File: src/rtl/controller_pkg.sv
// Shared types and constants for the multicycle controller and its ALU decoder.
package controller_pkg;

    typedef enum logic [6:0] {
        OPC_LOAD   = 7'b0000011,
        OPC_OP_IMM = 7'b0010011,
        OPC_STORE  = 7'b0100011,
        OPC_OP     = 7'b0110011,
        OPC_LUI    = 7'b0110111,
        OPC_BRANCH = 7'b1100011,
        OPC_JAL    = 7'b1101111
    } opcode_e;

    localparam logic [3:0] ALU_ADD    = 4'd0;
    localparam logic [3:0] ALU_SUB    = 4'd1;
    localparam logic [3:0] ALU_SLL    = 4'd2;
    localparam logic [3:0] ALU_SLT    = 4'd3;
    localparam logic [3:0] ALU_SLTU   = 4'd4;
    localparam logic [3:0] ALU_XOR    = 4'd5;
    localparam logic [3:0] ALU_SRL    = 4'd6;
    localparam logic [3:0] ALU_SRA    = 4'd7;
    localparam logic [3:0] ALU_OR     = 4'd8;
    localparam logic [3:0] ALU_AND    = 4'd9;
    localparam logic [3:0] ALU_PASS_B = 4'd10;

    typedef enum logic [2:0] {
        S_FETCH     = 3'd0,
        S_DECODE    = 3'd1,
        S_EXECUTE   = 3'd2,
        S_MEM       = 3'd3,
        S_WRITEBACK = 3'd4,
        S_TRAP      = 3'd5
    } state_e;

    // True for the opcodes this controller knows how to sequence.
    function automatic logic is_legal_opcode(input logic [6:0] opc);
        logic legal;
        case (opc)
            OPC_LOAD, OPC_OP_IMM, OPC_STORE, OPC_OP,
            OPC_LUI, OPC_BRANCH, OPC_JAL: legal = 1'b1;
            default:                      legal = 1'b0;
        endcase
        return legal;
    endfunction

endpackage

File: src/rtl/alu_decoder.sv
// Combinational ALU operation decode from the instruction fields.
module alu_decoder
    import controller_pkg::*;
#(
    parameter int ALU_OP_W = 4
) (
    input  logic [6:0]          opcode,
    input  logic [2:0]          funct3,
    input  logic                funct7_5,
    output logic [ALU_OP_W-1:0] alu_control,
    output logic                alu_src_imm
);

    logic [3:0] op;

    // Register-register and immediate arithmetic share one funct3 map; only
    // the use of funct7_5 differs (no immediate subtract).
    function automatic logic [3:0] arith_op(input logic [2:0] f3, input logic alt, input logic allow_sub);
        logic [3:0] r;
        case (f3)
            3'b000:  r = (alt && allow_sub) ? ALU_SUB : ALU_ADD;
            3'b001:  r = ALU_SLL;
            3'b010:  r = ALU_SLT;
            3'b011:  r = ALU_SLTU;
            3'b100:  r = ALU_XOR;
            3'b101:  r = alt ? ALU_SRA : ALU_SRL;
            3'b110:  r = ALU_OR;
            default: r = ALU_AND;
        endcase
        return r;
    endfunction

    // Select the operation and operand-B source per opcode class.
    always_comb begin
        op          = ALU_ADD;
        alu_src_imm = 1'b0;
        case (opcode)
            OPC_OP:     op = arith_op(funct3, funct7_5, 1'b1);
            OPC_OP_IMM: begin
                op          = arith_op(funct3, funct7_5, 1'b0);
                alu_src_imm = 1'b1;
            end
            OPC_LOAD, OPC_STORE: begin
                op          = ALU_ADD;
                alu_src_imm = 1'b1;
            end
            OPC_LUI: begin
                op          = ALU_PASS_B;
                alu_src_imm = 1'b1;
            end
            OPC_BRANCH: begin
                case (funct3[2:1])
                    2'b10:   op = ALU_SLT;
                    2'b11:   op = ALU_SLTU;
                    default: op = ALU_SUB;
                endcase
            end
            default:    op = ALU_ADD;
        endcase
    end

    assign alu_control = ALU_OP_W'(op);

endmodule

File: src/rtl/multicycle_controller.sv
// Multicycle instruction sequencer: fetch/decode/execute/mem/writeback with
// memory-wait timeout and a sticky trap state.
//
//   state       | meaning
//   ------------+-----------------------------------------------------------
//   S_FETCH     | instruction read in flight, ir_write on mem_ready
//   S_DECODE    | one cycle, opcode legality check and class capture
//   S_EXECUTE   | ALU active; branches resolve and retire here
//   S_MEM       | data read/write in flight for LOAD/STORE
//   S_WRITEBACK | register file and PC update, retire
//   S_TRAP      | illegal opcode or memory timeout, held until reset
module multicycle_controller
    import controller_pkg::*;
#(
    parameter int ALU_OP_W       = 4,
    parameter int TIMEOUT_CYCLES = 255,
    parameter int CNT_W          = 32
) (
    input  logic                clock,
    input  logic                reset,
    input  logic [6:0]          opcode,
    input  logic [2:0]          funct3,
    input  logic                funct7_5,
    input  logic                mem_ready,
    input  logic                branch_taken,
    output logic [ALU_OP_W-1:0] alu_control,
    output logic                alu_src_imm,
    output logic                mem_req,
    output logic                mem_we,
    output logic                ir_write,
    output logic                reg_write,
    output logic                pc_write,
    output logic                pc_src,
    output logic [1:0]          wb_sel,
    output logic                trap,
    output logic                trap_cause,
    output logic [CNT_W-1:0]    instret
);

    localparam int WAIT_W = $clog2(TIMEOUT_CYCLES + 1);
    localparam logic [WAIT_W-1:0] WAIT_LAST = WAIT_W'(TIMEOUT_CYCLES - 1);

    state_e             state_q, state_d;
    logic [6:0]         op_q, op_d;
    logic [WAIT_W-1:0]  wait_q, wait_d;
    logic               trap_q, trap_d;
    logic               cause_q, cause_d;
    logic [CNT_W-1:0]   instret_q;
    logic               retire;

    logic [ALU_OP_W-1:0] dec_alu;
    logic                dec_imm;

    alu_decoder #(
        .ALU_OP_W (ALU_OP_W)
    ) u_alu_decoder (
        .opcode      (opcode),
        .funct3      (funct3),
        .funct7_5    (funct7_5),
        .alu_control (dec_alu),
        .alu_src_imm (dec_imm)
    );

    // State, captured opcode class, wait counter, trap flags and retire count.
    always_ff @(posedge clock or posedge reset) begin
        if (reset) begin
            state_q   <= S_FETCH;
            op_q      <= '0;
            wait_q    <= '0;
            trap_q    <= 1'b0;
            cause_q   <= 1'b0;
            instret_q <= '0;
        end else begin
            state_q <= state_d;
            op_q    <= op_d;
            wait_q  <= wait_d;
            trap_q  <= trap_d;
            cause_q <= cause_d;
            if (retire) begin
                instret_q <= instret_q + CNT_W'(1);
            end
        end
    end

    // Next-state and output decode. The wait counter only advances while a
    // memory request is pending; any other cycle leaves it at zero, so both
    // FETCH and MEM start counting from zero on entry.
    always_comb begin
        state_d     = state_q;
        op_d        = op_q;
        wait_d      = '0;
        trap_d      = trap_q;
        cause_d     = cause_q;
        retire      = 1'b0;
        alu_control = '0;
        alu_src_imm = 1'b0;
        mem_req     = 1'b0;
        mem_we      = 1'b0;
        ir_write    = 1'b0;
        reg_write   = 1'b0;
        pc_write    = 1'b0;
        pc_src      = 1'b0;
        wb_sel      = 2'd0;

        case (state_q)
            S_FETCH: begin
                mem_req = 1'b1;
                if (mem_ready) begin
                    ir_write = 1'b1;
                    state_d  = S_DECODE;
                end else if (wait_q == WAIT_LAST) begin
                    state_d = S_TRAP;
                    trap_d  = 1'b1;
                    cause_d = 1'b1;
                end else begin
                    wait_d = wait_q + 1'b1;
                end
            end
            S_DECODE: begin
                op_d = opcode;
                if (is_legal_opcode(opcode)) begin
                    state_d = S_EXECUTE;
                end else begin
                    state_d = S_TRAP;
                    trap_d  = 1'b1;
                    cause_d = 1'b0;
                end
            end
            S_EXECUTE: begin
                alu_control = dec_alu;
                alu_src_imm = dec_imm;
                if (op_q == OPC_BRANCH) begin
                    pc_write = 1'b1;
                    pc_src   = branch_taken;
                    retire   = 1'b1;
                    state_d  = S_FETCH;
                end else if (op_q == OPC_LOAD || op_q == OPC_STORE) begin
                    state_d = S_MEM;
                end else begin
                    state_d = S_WRITEBACK;
                end
            end
            S_MEM: begin
                mem_req = 1'b1;
                mem_we  = (op_q == OPC_STORE);
                if (mem_ready) begin
                    if (op_q == OPC_STORE) begin
                        pc_write = 1'b1;
                        retire   = 1'b1;
                        state_d  = S_FETCH;
                    end else begin
                        state_d = S_WRITEBACK;
                    end
                end else if (wait_q == WAIT_LAST) begin
                    state_d = S_TRAP;
                    trap_d  = 1'b1;
                    cause_d = 1'b1;
                end else begin
                    wait_d = wait_q + 1'b1;
                end
            end
            S_WRITEBACK: begin
                reg_write = 1'b1;
                pc_write  = 1'b1;
                pc_src    = (op_q == OPC_JAL);
                if (op_q == OPC_LOAD) begin
                    wb_sel = 2'd1;
                end else if (op_q == OPC_JAL) begin
                    wb_sel = 2'd2;
                end
                retire  = 1'b1;
                state_d = S_FETCH;
            end
            S_TRAP: begin
                state_d = S_TRAP;
            end
            default: begin
                state_d = S_FETCH;
            end
        endcase

        // Hold every output quiet while reset is asserted.
        if (reset) begin
            alu_control = '0;
            alu_src_imm = 1'b0;
            mem_req     = 1'b0;
            mem_we      = 1'b0;
            ir_write    = 1'b0;
            reg_write   = 1'b0;
            pc_write    = 1'b0;
            pc_src      = 1'b0;
            wb_sel      = 2'd0;
            retire      = 1'b0;
        end
    end

    assign trap       = trap_q;
    assign trap_cause = cause_q;
    assign instret    = instret_q;

endmodule

File: config.mk
export PLATFORM = sky130hd
export DESIGN_NAME = multicycle_controller
export DESIGN_NICKNAME = d
export VERILOG_FILES = /design/src/rtl/controller_pkg.sv /design/src/rtl/alu_decoder.sv /design/src/rtl/multicycle_controller.sv
export SDC_FILE = /design/constraint.sdc
export NUM_CORES = 1
export LEC_CHECK = 0
export CAP_MARGIN = 10
export CORE_ASPECT_RATIO = 0.7
export CORE_UTILIZATION = 35
export CTS_BUF_LIST = sky130_fd_sc_hd__clkbuf_4 sky130_fd_sc_hd__clkbuf_8 sky130_fd_sc_hd__clkbuf_16
export CTS_CLUSTER_DIAMETER = 40
export DETAILED_ROUTE_END_ITERATION = 10
export PLACE_DENSITY = 0.62
export SLEW_MARGIN = 10
export SYNTH_ARGS = -nofsm -noshare
export SYNTH_HDL_FRONTEND = slang
export SYNTH_SLANG_ARGS = --single-unit
File: constraint.sdc
create_clock -name clock -period 3.5 [get_ports clock]
set_clock_uncertainty 0.05 [all_clocks]
set_input_delay 0.525 -clock clock [delete_from_list [all_inputs] [get_ports clock]]
set_output_delay 0.525 -clock clock [all_outputs]
set_load 0.02 [all_outputs]
# Yosys cells after proc, flatten, opt, wreduce, memory -nomap -nowiden
# Index checks and enable logic that the tools add are counted.
dict set report word_totals {
  reg_bits 52
  input_bits 15
  output_inout_bits 47
  wordCells 95
}
dict set report op_classes {
  addsub 2
  n_eq_ne 28
  n_mux 51
  reduce_logical 8
}
# operator count
set ops {}
lappend ops {{$pmux W4 S7} 2}
lappend ops {{$add A32 B1 Y32 const B} 1}
lappend ops {{$eq A7 B6 Y1 const B} 4}
lappend ops {{$eq A7 B7 Y1 const B} 4}
lappend ops {{$mux W1} 26}
lappend ops {{$mux W8} 3}
lappend ops {{$mux W3} 7}
lappend ops {{$pmux W4 S4} 1}
lappend ops {{$eq A3 B3 Y1 const B} 5}
lappend ops {{$pmux W3 S5} 1}
lappend ops {{$eq A7 B2 Y1 const B} 2}
lappend ops {{$eq A3 B2 Y1 const B} 4}
lappend ops {{$add A8 B1 Y8 const B} 1}
lappend ops {{$eq A8 B8 Y1 const B} 1}
lappend ops {{$mux W2} 4}
lappend ops {{$mux W4} 2}
lappend ops {{$eq A7 B5 Y1 const B} 1}
lappend ops {{$reduce_or A7 Y1} 1}
lappend ops {{$eq A3 B1 Y1 const B} 2}
lappend ops {{$logic_not A3 Y1} 2}
lappend ops {{$pmux W1 S2} 3}
lappend ops {{$pmux W3 S2} 1}
lappend ops {{$eq A2 B2 Y1 const B} 2}
lappend ops {{$ne A2 B2 Y1 const B} 2}
lappend ops {{other kinds (7)} 7}

# Longest topological paths before layout
dict set report depth {
  depth_word 6
  depth_mapped 8
  ltp_nobuf 6
}

# By module
# A second synthesis with hierarchy kept.
dict set report hier_totals {
  hier_cells 286
  area_unflattened_um2 2867.8
}
# mod n_inst cells_each area_per_inst_um2 seq_area_each_um2
set by_module_without_submodules {}
lappend by_module_without_submodules {multicycle_controller 1 258 2688.8 1301.2}
lappend by_module_without_submodules {alu_decoder 1 28 178.9 0.0}

# Worst setup path after synthesis
# OpenSTA, ideal clock, no wires.
dict set report synth_timing {
  kind {register to output}
  startpoint {register state_q[1]}
  endpoint {output port alu_control[2]}
  arrival_ns 1.927
  required_ns 2.925
  setup_slack_ns 0.998
  path_stages_with_launch 7
  n_path_buf 1
  cell_sequence {dfrtp_1 > buf_2 > nor2b_1 > nand2_1 > or2_2 > nand2b_1 > nor4_1}
}
dict set report synth_between {
  elab_chain_cells 3
}
# element line
set synth_rtl {}
lappend synth_rtl {{start, declared} multicycle_controller.sv:43} ;# state_e state_q, state_d;
lappend synth_rtl {{start signal, assigned} multicycle_controller.sv:74} ;# state_q <= state_d;
lappend synth_rtl {{$eq A3 B2 Y1} multicycle_controller.sv:105} ;# case (state_q)
lappend synth_rtl {{$mux W4} multicycle_controller.sv:105}
lappend synth_rtl {{$mux W4} multicycle_controller.sv:183} ;# if (reset) begin
lappend synth_rtl {{end, declared} multicycle_controller.sv:26} ;# output logic [ALU_OP_W-1:0] alu_control,
# No other way between the ends.

# Worst setup path after layout
dict set report layout_timing {
  startpoint {input port reset}
  endpoint {output port alu_control[2]}
}
dict set report layout_between {
  elab_chain_cells 1
}
# element line
set layout_rtl {}
lappend layout_rtl {{start, declared} multicycle_controller.sv:20} ;# input logic reset,
lappend layout_rtl {{$mux W4} multicycle_controller.sv:183}
# No other way between the ends.

==> results.json <==
{
  "maxCapViolations": 0,
  "hold_buffers": 0,
  "fin_crit_sh": 0.9222,
  "multi_input_area_sq_mm": 0.001388,
  "critical_path_class": "primary input to output pin",
  "cellPowerDensity_mw_per_mm2": 447.1,
  "drtIter0Drc": 89,
  "worst_ep_arrival_time_ps": 2650,
  "clk_latency_ps": 290,
  "fin_nets": 358,
  "slew_headroom": 0.3992,
  "synthMuxAreaShare": 0.03273,
  "synth_compound_area_frac": 0.08591,
  "crit_start": "reset",
  "holdWs_ps": 429.3,
  "clockBufferDepth": 2,
  "htree_levels": 2,
  "hold_class": "flop to flop",
  "diodes": 0,
  "synth-edff-count": 0,
  "p_leak_nw": 1.496,
  "crit_fanout": 4,
  "finalHoldViolCount": 0,
  "fill_cells": 706,
  "placement.io_buffers": 61,
  "synth.distinct_cells": 44,
  "synth_nets": 293,
  "clk_pin_slew_worst_paths_ps": 80,
  "final.min_clock_period_ps": 3228,
  "first_global_vias": 2029,
  "layout_common_cells": "clkdlybuf4s50_1, dfrtp_1, nor2_1, nand2_1, xor2_1",
  "grt_pass1_wl_microns": 10440,
  "maxSlewViolCount": 0,
  "status": "completed",
  "hold_start": "instret[31]",
  "synth_xor_area_frac": 0.1209,
  "cts_resized": 0,
  "post-route-cell-area_sq_mm": 0.003578,
  "synth_simple_gate_area_frac": 0.2509,
  "synth_seq_area_share": 0.4727,
  "antenna_found_initial": 0,
  "synth_seq_cells": 52,
  "fmax_mhz": 309.8,
  "grt_overflow": 0,
  "synthArstFlopShare": 1.000,
  "dieArea_sq_mm": 0.008229,
  "dp_hpwl_microns": 4624,
  "synth_top_family_by_area": "simple AND/OR/NAND/NOR gates",
  "numClockSinks": 52,
  "grt_usage": 0.1602,
  "post-place-cells": 431,
  "num_vias": 2217,
  "fin_setup_tns_ps": 0,
  "fp.dieH_microns": 76.20,
  "row_count": 26,
  "tightestPinTransition_ps": 895.2,
  "numCtsBuffers": 5,
  "setup_viol": 0,
  "reg2reg_from": "state_q[0]",
  "final_cells": 438,
  "drive_gt1_frac": 0.07647,
  "worstPathRequired_ps": 2920,
  "fin_util": 0.4803,
  "wl_per_cell_microns": 13.98,
  "cts_setup_buffers": 0,
  "dr.pass1.iters": 4,
  "core_region_area_sq_mm": 0.007450,
  "via_per_inst": 5.062,
  "die_width_microns": 108.0,
  "drtAntennaViolNets": 0,
  "drt-total-wl_microns": 6124,
  "ys.flop_type": "dfrtp_1",
  "syn2layout_area_growth_pct": 30.00,
  "start_util": 0.3695,
  "vdd_drop_max_mv": 0.4334,
  "cp-end-kind": "output pin",
  "io_pins": 62,
  "synth_fa_ha_area_frac": 0.01364,
  "route.detailed.drc": 0,
  "place_area_sq_mm": 0.003482,
  "layout.cells.most_common": "clkdlybuf4s50_1",
  "gp_congestion": 0.8154,
  "root_buffer": "clkbuf_8",
  "cts_tree": "built",
  "netlist_area_sq_mm": 0.002753,
  "critPathLaunchType": "primary input",
  "grt_max_degree": 23,
  "syn_inst": 275,
  "yosysWarnings": 0,
  "synth_area_per_cell_sq_um": 10.01,
  "seqCellArea_sq_mm": 0.001301,
  "rsz0062_at_grt": "no"
}
==> routing by layer <==
metal	share of wire	up-vias	GRT usage	routed length, microns
met5	0	-	0	0
met3	0.040	2	0.03678	242
met1	0.54	1066	0.2521	3288
li1	-	1105	-	-
met4	0.0047	0	0.02877	29
met2	0.42	44	0.2223	2563
==> cell usage after synthesis, types with 2 or more instances <==
| master | instances | area share |
|---|---|---|
| o311ai_0 | 2 | 0.0064 |
| nor4_1 | 5 | 0.011 |
| nor2_1 | 26 | 0.035 |
| a211oi_1 | 2 | 0.0055 |
| and2_1 | 2 | 0.0045 |
| a21oi_1 | 7 | 0.013 |
| nand2_1 | 23 | 0.031 |
| nand2b_1 | 7 | 0.016 |
| inv_1 | 8 | 0.011 |
| clkbuf_1 | 3 | 0.0041 |
| or2_2 | 2 | 0.0045 |
| nor2b_1 | 4 | 0.0091 |
| and3_1 | 8 | 0.018 |
| a22oi_1 | 2 | 0.0055 |
| o22ai_1 | 2 | 0.0045 |
| nor3_1 | 13 | 0.024 |
| dfrtp_1 | 52 | 0.47 |
| nand4_1 | 8 | 0.018 |
| o21ai_0 | 5 | 0.0091 |
| nor3b_1 | 2 | 0.0055 |
| xnor2_1 | 17 | 0.054 |
| and4_1 | 4 | 0.013 |
| ha_1 | 3 | 0.014 |
| mux2_2 | 8 | 0.033 |
| nand3_1 | 15 | 0.027 |
| xor2_1 | 21 | 0.067 |
| a221o_1 | 2 | 0.0073 |
| nand3b_1 | 4 | 0.011 |
| buf_2 | 3 | 0.0055 |
==> stage by stage <==
stage / power (mW) / setup slack, ps
after global placement: 1.248 / 277.6
final: 1.600 / 272.2
after floorplan: 1.089 / 997.9
after global routing: 1.701 / 150.0
after CTS: 1.615 / 273.4
after detailed placement: 1.252 / 281.2
==> registers in the layout (all words and copies together) (netlist names) <==
signal / flops
instret: 32
trap_cause: 1
trap: 1
wait_q: 8
op_q: 7
state_q: 3
==> where the power goes <==
| part | switching, mW | internal, mW |
|---|---|---|
| combinational | 0.227 | 0.215 |
| clock | 0.181 | 0.176 |
| sequential | 0.119 | 0.682 |
==> cell families (layout without fill, tap and decap cells) <==
| family | after synthesis | after routing |
|---|---|---|
| and+or+nand+nor | 128 | 128 |
| muxes | 8 | 8 |
| AOI/OAI and AO/OA | 31 | 31 |
| buffers and inverters | 15 | 80 |
| DFF | 52 | 52 |
| xor gates and xnor gates | 38 | 38 |
| adders and majority gates | 3 | 3 |
==> cell type report <==
type                            count  area share
Clock buffer                        7     0.02692
Inverter                            8    0.008392
Multi-Input combinational cell    208      0.3878
Sequential cell                    52      0.3636
Tap cell                           98     0.03427
Timing Repair Buffer               65      0.1790
==> critical path, stage by stage <==
cell             delay (ps)
clkdlybuf4s50_1         480
nor2_1                  220
nand2_1                 100
or2_2                   310
nand2b_1                160
nor4_1                  210
clkdlybuf4s50_1         640
==> final timing paths <==
| path | end | slack, ps | cells after the start |
|---|---|---|---|
| max | alu_control[2] | 270 | 7 |
| min | instret[31] | 430 | 1 |
| max reg2reg | instret[27] | 1200 | 6 |
| min reg2reg | instret[31] | 430 | 1 |
| max in group asynchronous | state_q[2] | 2270 | 3 |
| min in group asynchronous | trap | 540 | 2 |
Note: power is estimated with default switching activity, not from simulation.
